--- config.mk ---
export PLATFORM = sky130hd
export DESIGN_NAME = uart_fifo_interface
export DESIGN_NICKNAME = d
export VERILOG_FILES = /design/src/rtl/uart_pkg.sv /design/src/rtl/uart_sync_fifo.sv /design/src/rtl/uart_fifo_interface.sv
export SDC_FILE = /design/constraint.sdc
export NUM_CORES = 1
export LEC_CHECK = 0
export BUFFER_PORTS_ARGS = -buffer_cell sky130_fd_sc_hd__buf_2
export CORE_MARGIN = 2
export CORE_UTILIZATION = 25
export DETAILED_ROUTE_END_ITERATION = 10
export GPL_TIMING_DRIVEN = 0
export SYNTH_ARGS = -nofsm -noshare
export SYNTH_HDL_FRONTEND = slang
export SYNTH_SLANG_ARGS = --single-unit
--- constraint.sdc ---
create_clock -name clk -period 5.4 [get_ports clk]
set_input_delay 0.54 -clock clk [delete_from_list [all_inputs] [get_ports clk]]
set_output_delay 0.54 -clock clk [all_outputs]
set_load 0.02 [all_outputs]
--- src/rtl/uart_pkg.sv ---
// Shared constants for the 6809 <-> FT2232 UART: status/control bit positions
// and the common RX/TX serial state encoding.
package uart_pkg;

  localparam int ST_RXNE   = 0;
  localparam int ST_TXNF   = 1;
  localparam int ST_OVR    = 2;
  localparam int ST_FRM    = 3;
  localparam int ST_TXIDLE = 4;
  localparam int ST_PAR    = 5;
  localparam int ST_TXOVF  = 6;
  localparam int ST_IRQ    = 7;

  localparam int CT_RXIE  = 0;
  localparam int CT_TXIE  = 1;
  localparam int CT_ODD   = 2;
  localparam int CT_FLUSH = 7;

  typedef enum logic [2:0] {
    S_IDLE,
    S_START,
    S_DATA,
    S_PARITY,
    S_STOP
  } uart_state_t;

endpackage

--- src/rtl/uart_sync_fifo.sv ---
// Synchronous FIFO with first-word fall-through head and synchronous flush.
// A push while full is accepted only when a pop frees the slot in the same cycle.
module uart_sync_fifo #(
  parameter int DEPTH = 16,
  parameter int WIDTH = 8
) (
  input  logic                     clk,
  input  logic                     rst,
  input  logic                     flush,
  input  logic                     push,
  input  logic                     pop,
  input  logic [WIDTH-1:0]         din,
  output logic [WIDTH-1:0]         dout,
  output logic                     full,
  output logic                     empty,
  output logic [$clog2(DEPTH):0]   count
);
  localparam int AW = $clog2(DEPTH);

  logic [WIDTH-1:0] mem [DEPTH];
  logic [AW-1:0]    wr_ptr, rd_ptr;
  logic             do_push, do_pop;

  assign empty   = (count == '0);
  assign full    = (count == (AW+1)'(DEPTH));
  assign do_pop  = pop & ~empty;
  assign do_push = push & (~full | do_pop);
  assign dout    = mem[rd_ptr];

  always_ff @(posedge clk or posedge rst) begin
    if (rst) begin
      wr_ptr <= '0;
      rd_ptr <= '0;
      count  <= '0;
    end else if (flush) begin
      wr_ptr <= '0;
      rd_ptr <= '0;
      count  <= '0;
    end else begin
      if (do_push) wr_ptr <= wr_ptr + 1'b1;
      if (do_pop)  rd_ptr <= rd_ptr + 1'b1;
      count <= count + (AW+1)'(do_push) - (AW+1)'(do_pop);
    end
  end

  always_ff @(posedge clk) begin
    if (do_push && !flush) mem[wr_ptr] <= din;
  end

endmodule

--- src/rtl/uart_fifo_interface.sv ---
// 6809-bus UART with RX/TX FIFOs, error flags and maskable IRQ.
// Define UART_PARITY_EN for 8-bit + parity framing (even, or odd via control[2]).
module uart_fifo_interface
  import uart_pkg::*;
#(
  parameter int CLKS_PER_BIT = 770,
  parameter int FIFO_DEPTH   = 16,
  parameter int DATA_W       = 8
) (
  input  logic              clk,
  input  logic              reset,
  input  logic              i_RW,
  input  logic              i_uart_data_ce,
  input  logic              i_uart_control_ce,
  input  logic [DATA_W-1:0] i_uart_rxdata,
  input  logic [DATA_W-1:0] i_control,
  input  logic              i_UART_TX,
  output logic              o_UART_RX,
  output logic [DATA_W-1:0] o_uart_txdata,
  output logic [DATA_W-1:0] o_uart_status,
  output logic [DATA_W-1:0] o_control,
  output logic              o_IRQ
);
  localparam int CW = $clog2(CLKS_PER_BIT);
  localparam int BW = (DATA_W > 1) ? $clog2(DATA_W) : 1;
  localparam int FW = $clog2(FIFO_DEPTH);
  localparam logic [CW-1:0] BIT_END  = CW'(CLKS_PER_BIT - 1);
  localparam logic [CW-1:0] HALF_END = CW'(CLKS_PER_BIT / 2 - 1);
  localparam logic [BW-1:0] LAST_BIT = BW'(DATA_W - 1);

  // Bus strobes: a CE level is turned into a one-clock action on its rising
  // edge; i_RW and write data are sampled in that same clock.
  logic data_ce_q, ctrl_ce_q, flush_q, clr_q;
  logic tx_wr, rx_rd, ctrl_wr, stat_rd;
  logic [DATA_W-1:0] ctrl_q;

  assign tx_wr   = i_uart_data_ce    & ~data_ce_q & ~i_RW;
  assign rx_rd   = i_uart_data_ce    & ~data_ce_q &  i_RW;
  assign ctrl_wr = i_uart_control_ce & ~ctrl_ce_q & ~i_RW;
  assign stat_rd = i_uart_control_ce & ~ctrl_ce_q &  i_RW;

  always_ff @(posedge clk or posedge reset) begin
    if (reset) begin
      data_ce_q <= 1'b0;
      ctrl_ce_q <= 1'b0;
      flush_q   <= 1'b0;
      clr_q     <= 1'b0;
      ctrl_q    <= '0;
    end else begin
      data_ce_q <= i_uart_data_ce;
      ctrl_ce_q <= i_uart_control_ce;
      flush_q   <= ctrl_wr & i_control[CT_FLUSH];
      clr_q     <= stat_rd;
      if (ctrl_wr) begin
        ctrl_q           <= i_control;
        ctrl_q[CT_FLUSH] <= 1'b0;
      end
    end
  end

  logic              rx_push_q, rx_full, rx_empty, tx_pop, tx_full, tx_empty;
  logic [DATA_W-1:0] rx_head, tx_head, rx_shift, hold_q;
  logic [FW:0]       rx_count, tx_count;

  uart_sync_fifo #(.DEPTH(FIFO_DEPTH), .WIDTH(DATA_W)) u_rx_fifo (
    .clk(clk), .rst(reset), .flush(flush_q), .push(rx_push_q), .pop(rx_rd),
    .din(rx_shift), .dout(rx_head), .full(rx_full), .empty(rx_empty), .count(rx_count)
  );

  uart_sync_fifo #(.DEPTH(FIFO_DEPTH), .WIDTH(DATA_W)) u_tx_fifo (
    .clk(clk), .rst(reset), .flush(flush_q), .push(tx_wr), .pop(tx_pop),
    .din(i_uart_rxdata), .dout(tx_head), .full(tx_full), .empty(tx_empty), .count(tx_count)
  );

  // Keep showing the last head once the RX FIFO drains.
  always_ff @(posedge clk or posedge reset) begin
    if (reset)          hold_q <= '0;
    else if (!rx_empty) hold_q <= rx_head;
  end
  assign o_uart_txdata = rx_empty ? hold_q : rx_head;

  // Receiver
  logic              rx_s1, rx_s2, rx_s3, ovr_set, frm_set, par_set;
  uart_state_t       rx_state;
  logic [CW-1:0]     rx_cnt;
  logic [BW-1:0]     rx_idx;

  always_ff @(posedge clk or posedge reset) begin
    if (reset) begin
      {rx_s1, rx_s2, rx_s3} <= 3'b111;
      rx_state  <= S_IDLE;
      rx_cnt    <= '0;
      rx_idx    <= '0;
      rx_shift  <= '0;
      rx_push_q <= 1'b0;
      ovr_set   <= 1'b0;
      frm_set   <= 1'b0;
      par_set   <= 1'b0;
    end else begin
      rx_s1     <= i_UART_TX;
      rx_s2     <= rx_s1;
      rx_s3     <= rx_s2;
      rx_push_q <= 1'b0;
      ovr_set   <= 1'b0;
      frm_set   <= 1'b0;
      par_set   <= 1'b0;
      rx_cnt    <= rx_cnt + 1'b1;
      case (rx_state)
        S_IDLE: begin
          rx_cnt <= '0;
          if (rx_s3 && !rx_s2) rx_state <= S_START;
        end
        S_START: if (rx_cnt == HALF_END) begin
          rx_cnt   <= '0;
          rx_idx   <= '0;
          rx_state <= rx_s2 ? S_IDLE : S_DATA;
        end
        S_DATA: if (rx_cnt == BIT_END) begin
          rx_cnt   <= '0;
          rx_idx   <= rx_idx + 1'b1;
          rx_shift <= {rx_s2, rx_shift[DATA_W-1:1]};
          if (rx_idx == LAST_BIT) begin
`ifdef UART_PARITY_EN
            rx_state <= S_PARITY;
`else
            rx_state <= S_STOP;
`endif
          end
        end
`ifdef UART_PARITY_EN
        S_PARITY: if (rx_cnt == BIT_END) begin
          rx_cnt   <= '0;
          par_set  <= rx_s2 ^ (^rx_shift) ^ ctrl_q[CT_ODD];
          rx_state <= S_STOP;
        end
`endif
        S_STOP: if (rx_cnt == BIT_END) begin
          rx_state <= S_IDLE;
          if (!rx_s2)       frm_set   <= 1'b1;
          else if (rx_full) ovr_set   <= 1'b1;
          else              rx_push_q <= 1'b1;
        end
        default: rx_state <= S_IDLE;
      endcase
    end
  end

  // Transmitter: the next byte is fetched at the end of STOP so frames abut.
  uart_state_t   tx_state;
  logic [CW-1:0] tx_cnt;
  logic [BW-1:0] tx_idx;
  logic [DATA_W-1:0] tx_shift;
`ifdef UART_PARITY_EN
  logic          tx_par;
`endif

  always_comb begin
    tx_pop = 1'b0;
    if (!tx_empty && !flush_q) begin
      if (tx_state == S_IDLE) tx_pop = 1'b1;
      else if (tx_state == S_STOP && tx_cnt == BIT_END) tx_pop = 1'b1;
    end
  end

  always_ff @(posedge clk or posedge reset) begin
    if (reset) begin
      tx_state  <= S_IDLE;
      tx_cnt    <= '0;
      tx_idx    <= '0;
      tx_shift  <= '0;
      o_UART_RX <= 1'b1;
`ifdef UART_PARITY_EN
      tx_par    <= 1'b0;
`endif
    end else begin
      tx_cnt <= tx_cnt + 1'b1;
      if (tx_pop) begin
        tx_state  <= S_START;
        tx_cnt    <= '0;
        tx_shift  <= tx_head;
        o_UART_RX <= 1'b0;
`ifdef UART_PARITY_EN
        tx_par    <= (^tx_head) ^ ctrl_q[CT_ODD];
`endif
      end else begin
        case (tx_state)
          S_IDLE: tx_cnt <= '0;
          S_START: if (tx_cnt == BIT_END) begin
            tx_cnt    <= '0;
            tx_idx    <= '0;
            o_UART_RX <= tx_shift[0];
            tx_shift  <= tx_shift >> 1;
            tx_state  <= S_DATA;
          end
          S_DATA: if (tx_cnt == BIT_END) begin
            tx_cnt <= '0;
            tx_idx <= tx_idx + 1'b1;
            if (tx_idx == LAST_BIT) begin
`ifdef UART_PARITY_EN
              o_UART_RX <= tx_par;
              tx_state  <= S_PARITY;
`else
              o_UART_RX <= 1'b1;
              tx_state  <= S_STOP;
`endif
            end else begin
              o_UART_RX <= tx_shift[0];
              tx_shift  <= tx_shift >> 1;
            end
          end
`ifdef UART_PARITY_EN
          S_PARITY: if (tx_cnt == BIT_END) begin
            tx_cnt    <= '0;
            o_UART_RX <= 1'b1;
            tx_state  <= S_STOP;
          end
`endif
          S_STOP: if (tx_cnt == BIT_END) tx_state <= S_IDLE;
          default: tx_state <= S_IDLE;
        endcase
      end
    end
  end

  // Flags: a status read clears them one clock later; a new event wins.
  logic ovr_q, frm_q, par_q, txovf_q, irq_n_q, tx_idle;
  assign tx_idle = tx_empty && (tx_state == S_IDLE);

  always_ff @(posedge clk or posedge reset) begin
    if (reset) begin
      ovr_q   <= 1'b0;
      frm_q   <= 1'b0;
      par_q   <= 1'b0;
      txovf_q <= 1'b0;
      irq_n_q <= 1'b1;
    end else begin
      if (clr_q) begin
        ovr_q   <= 1'b0;
        frm_q   <= 1'b0;
        par_q   <= 1'b0;
        txovf_q <= 1'b0;
      end
      if (ovr_set) ovr_q <= 1'b1;
      if (frm_set) frm_q <= 1'b1;
      if (par_set) par_q <= 1'b1;
      if (tx_wr && tx_full && !tx_pop) txovf_q <= 1'b1;
      irq_n_q <= ~((ctrl_q[CT_RXIE] & (~rx_empty | ovr_q | frm_q | par_q)) |
                   (ctrl_q[CT_TXIE] & tx_idle));
    end
  end

  always_comb begin
    o_uart_status            = '0;
    o_uart_status[ST_RXNE]   = (rx_count != '0);
    o_uart_status[ST_TXNF]   = (tx_count != (FW+1)'(FIFO_DEPTH));
    o_uart_status[ST_OVR]    = ovr_q;
    o_uart_status[ST_FRM]    = frm_q;
    o_uart_status[ST_TXIDLE] = tx_idle;
    o_uart_status[ST_PAR]    = par_q;
    o_uart_status[ST_TXOVF]  = txovf_q;
    o_uart_status[ST_IRQ]    = ~irq_n_q;
  end

  assign o_control = ctrl_q;
  assign o_IRQ     = irq_n_q;

endmodule
Word-level counts from Yosys, hierarchy flattened
Memories as Yosys holds them, arrays and structs flattened.
Index checks and enable logic that the tools add are counted.
W data, S select, Z words.
{"block": "totals", "in_bits": 22, "elab_cells": 202, "out_inout_bits": 26, "ram_bits": 256, "reg_bits": 104, "memories": 2}
{"name": "u_rx_fifo.mem", "depth": 16, "word_bits": 8, "read_ports": 1, "rd_ports_with_merged_regs": 0, "write_ports": 1, "line": "uart_sync_fifo.sv:20", "rtl": "logic [WIDTH-1:0] mem [DEPTH];"}
{"name": "u_tx_fifo.mem", "depth": 16, "word_bits": 8, "read_ports": 1, "rd_ports_with_merged_regs": 0, "write_ports": 1, "line": "uart_sync_fifo.sv:20"}
{"block": "op_classes", "n_addsub": 12, "n_eq_ne": 27, "n_reduce_logical": 35, "muxes": 67, "n_bitwise": 28}
{"operator": "$mux W10", "count": 4}
{"operator": "$mux W8", "count": 5}
{"operator": "$mux W3", "count": 13}
{"operator": "$mux W4", "count": 8}
{"operator": "$pmux W10 S3", "count": 1}
{"operator": "$mux W1", "count": 26}
{"operator": "$pmux W3 S4", "count": 2}
{"operator": "$add A10 B1 Y10 const B", "count": 2}
{"operator": "$eq A10 B10 Y1 const B", "count": 2}
{"operator": "$pmux W10 S2", "count": 1}
{"operator": "$reduce_bool A2 Y1", "count": 9}
{"operator": "$add A4 B1 Y4 const B", "count": 4}
{"operator": "$ne A2 B2 Y1 const B", "count": 8}
{"operator": "$pmux W8 S2", "count": 1}
{"operator": "$and A1 B1 Y1", "count": 13}
{"operator": "$eq A3 B3 Y1 const B", "count": 4}
{"operator": "$ne A3 B3 Y1 const B", "count": 4}
{"operator": "$pmux W3 S2", "count": 2}
{"operator": "$add A5 B1 Y5", "count": 2}
{"operator": "$eq A10 B9 Y1 const B", "count": 1}
{"operator": "$eq A5 B5 Y1 const B", "count": 2}
{"operator": "$logic_not A5 Y1", "count": 2}
{"operator": "$mux W5", "count": 2}
{"operator": "$not A1 Y1", "count": 10}
{"operator": "other kinds (19)", "count": 41}

Depth between registers and ports, before layout
{"block": "depth", "depth_word": 11, "depth_mapped": 18, "ltp_nobuf": 16}

Modules after synthesis
Synthesis repeated with hierarchy kept, for this count alone.
{"block": "hier_totals", "cells_unflattened": 968, "hier_area_um2": 15194.6}
{"module": "uart_sync_fifo", "cells_per_inst": 333, "area_each_um2": 5819.3, "seq_area_each_um2": 4169.0, "n_inst": 2}
{"module": "uart_fifo_interface", "cells_per_inst": 302, "area_each_um2": 3555.9, "seq_area_each_um2": 1958.1, "n_inst": 1}

Worst setup path after synthesis
Ideal clock, no wire load.
{"block": "synth_timing", "path_type": "register to register", "from": "register tx_cnt[1]", "to": "register u_tx_fifo.count[4]", "slack_ns": 1.975, "period_less_slack_ns": 3.425, "path_stages_with_launch": 19, "arrival_ns": 3.289, "n_path_buf": 2, "path_cell_list": "dfrtp_1 -> inv_1 -> ha_1 -> or3b_2 -> or3_1 -> buf_6 -> a211o_4 -> inv_1 -> buf_6 -> ha_1 -> inv_1 -> ha_1 -> inv_1 -> fa_1 -> inv_1 -> a21oi_1 -> nor2_1 -> or3_1 -> a21oi_1"}
{"block": "synth_via", "elab_chain_len": 11}
{"element": "from (decl)", "line": "uart_fifo_interface.sv:150", "rtl": "logic [CW-1:0] tx_cnt;"}
{"element": "from (signal assigned)", "line": "uart_fifo_interface.sv:176", "rtl": "tx_cnt <= tx_cnt + 1'b1;"}
{"element": "$eq A10 B10 Y1 (*)", "line": "uart_fifo_interface.sv:161", "rtl": "else if (tx_state == S_STOP && tx_cnt == BIT_END) tx_pop = 1'b1;"}
{"element": "$logic_and A1 B1 Y1 (*)", "line": "uart_fifo_interface.sv:161"}
{"element": "$mux W1 (*)", "line": "uart_fifo_interface.sv:161"}
{"element": "$mux W1 (*)", "line": "uart_fifo_interface.sv:160", "rtl": "if (tx_state == S_IDLE) tx_pop = 1'b1;"}
{"element": "$mux W1 (*)", "line": "uart_fifo_interface.sv:159", "rtl": "if (!tx_empty && !flush_q) begin"}
{"element": "$and A1 B1 Y1 (*)", "line": "uart_sync_fifo.sv:26", "rtl": "assign do_pop = pop & ~empty;"}
{"element": "$or A1 B1 Y1", "line": "uart_sync_fifo.sv:27", "rtl": "assign do_push = push & (~full | do_pop);"}
{"element": "$and A1 B1 Y1", "line": "uart_sync_fifo.sv:27"}
{"element": "$add A5 B1 Y5", "line": "uart_sync_fifo.sv:42", "rtl": "count <= count + (AW+1)'(do_push) - (AW+1)'(do_pop);"}
{"element": "$sub A5 B1 Y5 (*)", "line": "uart_sync_fifo.sv:42"}
{"element": "$mux W5 (*)", "line": "uart_sync_fifo.sv:35", "rtl": "end else if (flush) begin"}
{"element": "to (signal assigned)", "line": "uart_sync_fifo.sv:42"}
{"element": "to (decl)", "line": "uart_sync_fifo.sv:16", "rtl": "output logic [$clog2(DEPTH):0] count"}
Mark *: on every way between the ends. The rest lies on a longest branch, timed or not.
A chain may end at the register's enable or synchronous reset.

Worst setup path after layout
{"block": "layout_timing", "from": "register u_rx_fifo.rd_ptr[0]", "to": "output o_uart_txdata[5]"}
{"block": "layout_via", "elab_chain_len": 2}
{"element": "from (decl)", "line": "uart_sync_fifo.sv:21", "rtl": "logic [AW-1:0] wr_ptr, rd_ptr;"}
{"element": "from (signal assigned)", "line": "uart_sync_fifo.sv:41", "rtl": "if (do_pop) rd_ptr <= rd_ptr + 1'b1;"}
{"element": "$mem_v2 Z16 W8"}
{"element": "$mux W8"}
{"element": "to (decl)", "line": "uart_fifo_interface.sv:19", "rtl": "output logic [DATA_W-1:0] o_uart_txdata,"}
Every way passes these cells.

==> key figures <==
Global route
  • Initial antenna violation count: 3
  • First-pass GRT wire length: ~49000 um
  • Grt total ovfl: 0
  • Total GRT Usage: under 10%
  • Largest net degree at the start of global routing: 61
  • Vias in the first global route: between 8k and 9k

Timing
  • Pins Over Slew Limit: 0
  • Min Clock Period, post-route: 3.81 ns
  • Maximum clock rate: approximately 260 MHz
  • Setup-failing EPs final: 0
  • RSZ-0062 raised after global routing: false
  • Final Hold Vio Count: 0
  • Final Cycle Share: 70.6%
  • Actual slew at the worst max-slew pin: around 1.3 ns
  • Hold slack final: 0.112 ns
  • Skew final: between 0.03 and 0.04 ns
  • Post-route setup TNS: 0 ns
  • Slew Limit Headroom: 12.6%

Finish
  • Final core utilization: between 20% and 30%
  • Antenna diode count: 0
  • Fraction of layout cells with a size suffix above 1: between 20% and 30%
  • Synthesis-to-finish area growth: 15.9%
  • Fin cells: approximately 1.8k
  • Fin nets: 1084

Route
  • DRC: 0
  • Vias per cell: about 4.4
  • Total wire length: 30900 um
  • First drt pass iteration count: 4
  • Drt first-iter violations: 520
  • Final ANT Viol Nets: 0
  • WL per Instance: between 15 and 20 um
  • Routed via count: between 8k and 9k

Floorplan
  • Initial Util: between 20% and 30%
  • Die area: 61800 um2
  • Die Ht: around 250 um
  • Floorplan row count: 89
  • Die width: 249 um
  • Ports: 48
  • Core area: between 50000 and 60000 um2

Synth
  • Avg Cell Area, Syn: 16.0 um2
  • Number of synthesized flops with an enable pin: 256
  • Yosys top cell area share: between 50% and 60%
  • Seq/Total Area, Yosys: roughly 69%
  • Top post-synthesis cells by area: edfxtp_1 (51%), dfrtp_1 (17%), mux4_2 (7.5%), mux2_2 (3.0%), ha_1 (2.6%)
  • Post-synth top area cell: edfxtp_1
  • Unique masters post-synth: 64
  • Syn Std Cell Area: about 15000 um2
  • Ys Warns: 0
  • Most used DFF post-synth: edfxtp_1
  • Seq cells post-synth: between 300 and 400
  • Ys async rst share: between 20% and 30%
  • Syn Inst Count: between 900 and 1k

Worst setup path
  • Critical path's slowest cell: buf_1
  • Crit Path Max Fanout: 10
  • Critical Path AT: roughly 3.3 ns
  • Critical Path End Type: output pin
  • Max stage delay on crit path: between 0.6 and 0.7 ns
  • CP cell instances: buf_2 -> buf_1 -> mux2i_1 -> o21bai_1 -> o22ai_1 -> nor3_1 -> a221o_1 -> buf_2
  • Kind of critical path: flop to output pin
  • CP startpoint kind: flop
  • Required time of the critical path: between 4 and 5 ns
  • Most used cell, CP: buf_2

Clock tree
  • Clock transition at path regs: 0.07 ns
  • Post-CTS setup buffer count: 0
  • H-tree levels: 2
  • Max Buffers Root-to-Sink: 3
  • Clk root buf: clkbuf_16
  • CTS tree: done
  • Clock Latency Late Sink: roughly 0.53 ns
  • Sink Count: 360
  • Post-CTS sizing: 0
  • Hold_buf cts: 0
  • Num CTS Buffers: 35

Power
  • Final Power: 6.97 mW
  • PwrDens: slightly above 400 nW/um2
  • Leak Pwr: approximately 6.6 nW
  • Worst VDD drop: roughly 0.22 mV

Min path
  • Worst hold path type: input pin to async pin

Job
  • Number of max-cap violations: 0

Placed design
  • Number of port buffers: 45
  • Placed wire-length estimate: 20700 um
  • Post-placement cell count: around 1.8k
  • Final GP Congestion: between 0.7 and 0.8

Outcome
  • Outcome: completed
==> placed cells by master, fill, tap and decap left out, drive strengths merged, types with 4 or more instances in the layout <==
cell and n:
nand2b 9, nand3 9, edfxtp 256, o21ai 24, nand4b 4, nand2 31
nor2b 8, mux2i 27, a221o 7, clkinv 12, nor3 13, ha 31
dfstp 5, nor4 10, or3 15, clkinvlp 6, xor2 14, buf 74
mux4 50, o22ai 19, inv 37, dfrtp 99, mux2 40, clkbuf 66
and3 5, a21oi 21, o21bai 7, nor2 86, a21o 4, xnor2 16
==> final cells by class <==
type                            count  area [um2]
Sequential cell                   360       10300
Clock buffer                       42         902
Clock inverter                     20         119
Buffer                             43         214
Multi-Input combinational cell    499        4360
Inverter                           35         134
Timing Repair Buffer               55         324
Fill cell                        5871       41700
Tap cell                          773         967
==> sequential cells by signal (all words and copies together) (netlist names), 5 cells and up <==
register / flops
rx_cnt: 10
hold_q: 8
o_control: 7
rx_shift: 8
u_tx_fifo.mem: 128
tx_cnt: 10
u_rx_fifo.mem: 128
tx_shift: 8
u_rx_fifo.count: 5
u_tx_fifo.count: 5
==> worst paths after layout <==
path | to | slack (ns) | cells after the start | startpoint
worst max-delay path | o_uart_txdata[5] | 1.59 | 8 | u_rx_fifo.rd_ptr[0]
worst min-delay path | hold_q[2] | 0.11 | 2 | reset
worst max register to register | u_tx_fifo.count[4] | 1.67 | 18 | tx_cnt[1]
worst min register to register | rx_s2 | 0.33 | 0 | rx_s1
max in group asynchronous | o_UART_RX | 4.51 | 3 | reset
min in group clk | ctrl_ce_q | 0.16 | 1 | i_uart_control_ce
==> cell usage after synthesis (all sizes together), types with 4 or more instances <==
| cell | n |
|---|---|
| a21o | 4 |
| a21oi | 21 |
| a221o | 7 |
| and3 | 5 |
| buf | 19 |
| clkbuf | 24 |
| dfrtp | 99 |
| dfstp | 5 |
| edfxtp | 256 |
| ha | 31 |
| inv | 35 |
| mux2 | 40 |
| mux2i | 27 |
| mux4 | 50 |
| nand2 | 31 |
| nand2b | 9 |
| nand3 | 9 |
| nand4b | 4 |
| nor2 | 86 |
| nor2b | 8 |
| nor3 | 13 |
| nor4 | 10 |
| o21ai | 24 |
| o21bai | 7 |
| o22ai | 19 |
| or3 | 15 |
| xnor2 | 16 |
| xor2 | 14 |
==> where the power goes <==
group	total (mW)	internal, mW	leakage (nW)	switching, mW
registers	3.28	3.13	3.99	0.148
logic	1.45	0.647	2.08	0.806
clock network	2.24	1.20	0.494	1.04
total	6.97	4.98	6.57	1.99
==> critical path: cells and delay by family (launching register included) <==
kind            cells  cell delay, ns
simple gates        1            0.38
compound gates      3            0.54
buf+inv             3            1.14
mux                 1            0.26
flops               1            0.43
==> metal layers <==
metal | track usage [%] | wire (um) | vias to the layer above
li1 | - | - | 3717
met1 | 13.1 | 14100 | 4074
met2 | 16.0 | 14200 | 178
met3 | 2.94 | 1990 | 53
met4 | 2.53 | 646 | 6
met5 | 0 | 36 | -
==> metrics by stage <==
stage	cell area, um2	worst slack, ns
2_1_floorplan	14900	1.97
3_3_place_gp	16100	0.659
3_5_place_dp	16300	1.67
4_1_cts	17300	1.45
5_1_grt	17300	1.35
6_report	17300	1.59
==> cell families after synthesis <==
kind of cell	Yosys count	synth area share (%)
multiplexers	117	12.4
buffers and inverters	78	2.31
flip-flops	360	68.9
AO/OA/AOI/OAI	99	4.37
XOR/XNOR	30	1.76
adder cells (fa/ha/maj)	34	2.93
other	1	0.0251
AND/OR/NAND/NOR	217	7.36
(Power assumes the default switching activity.)
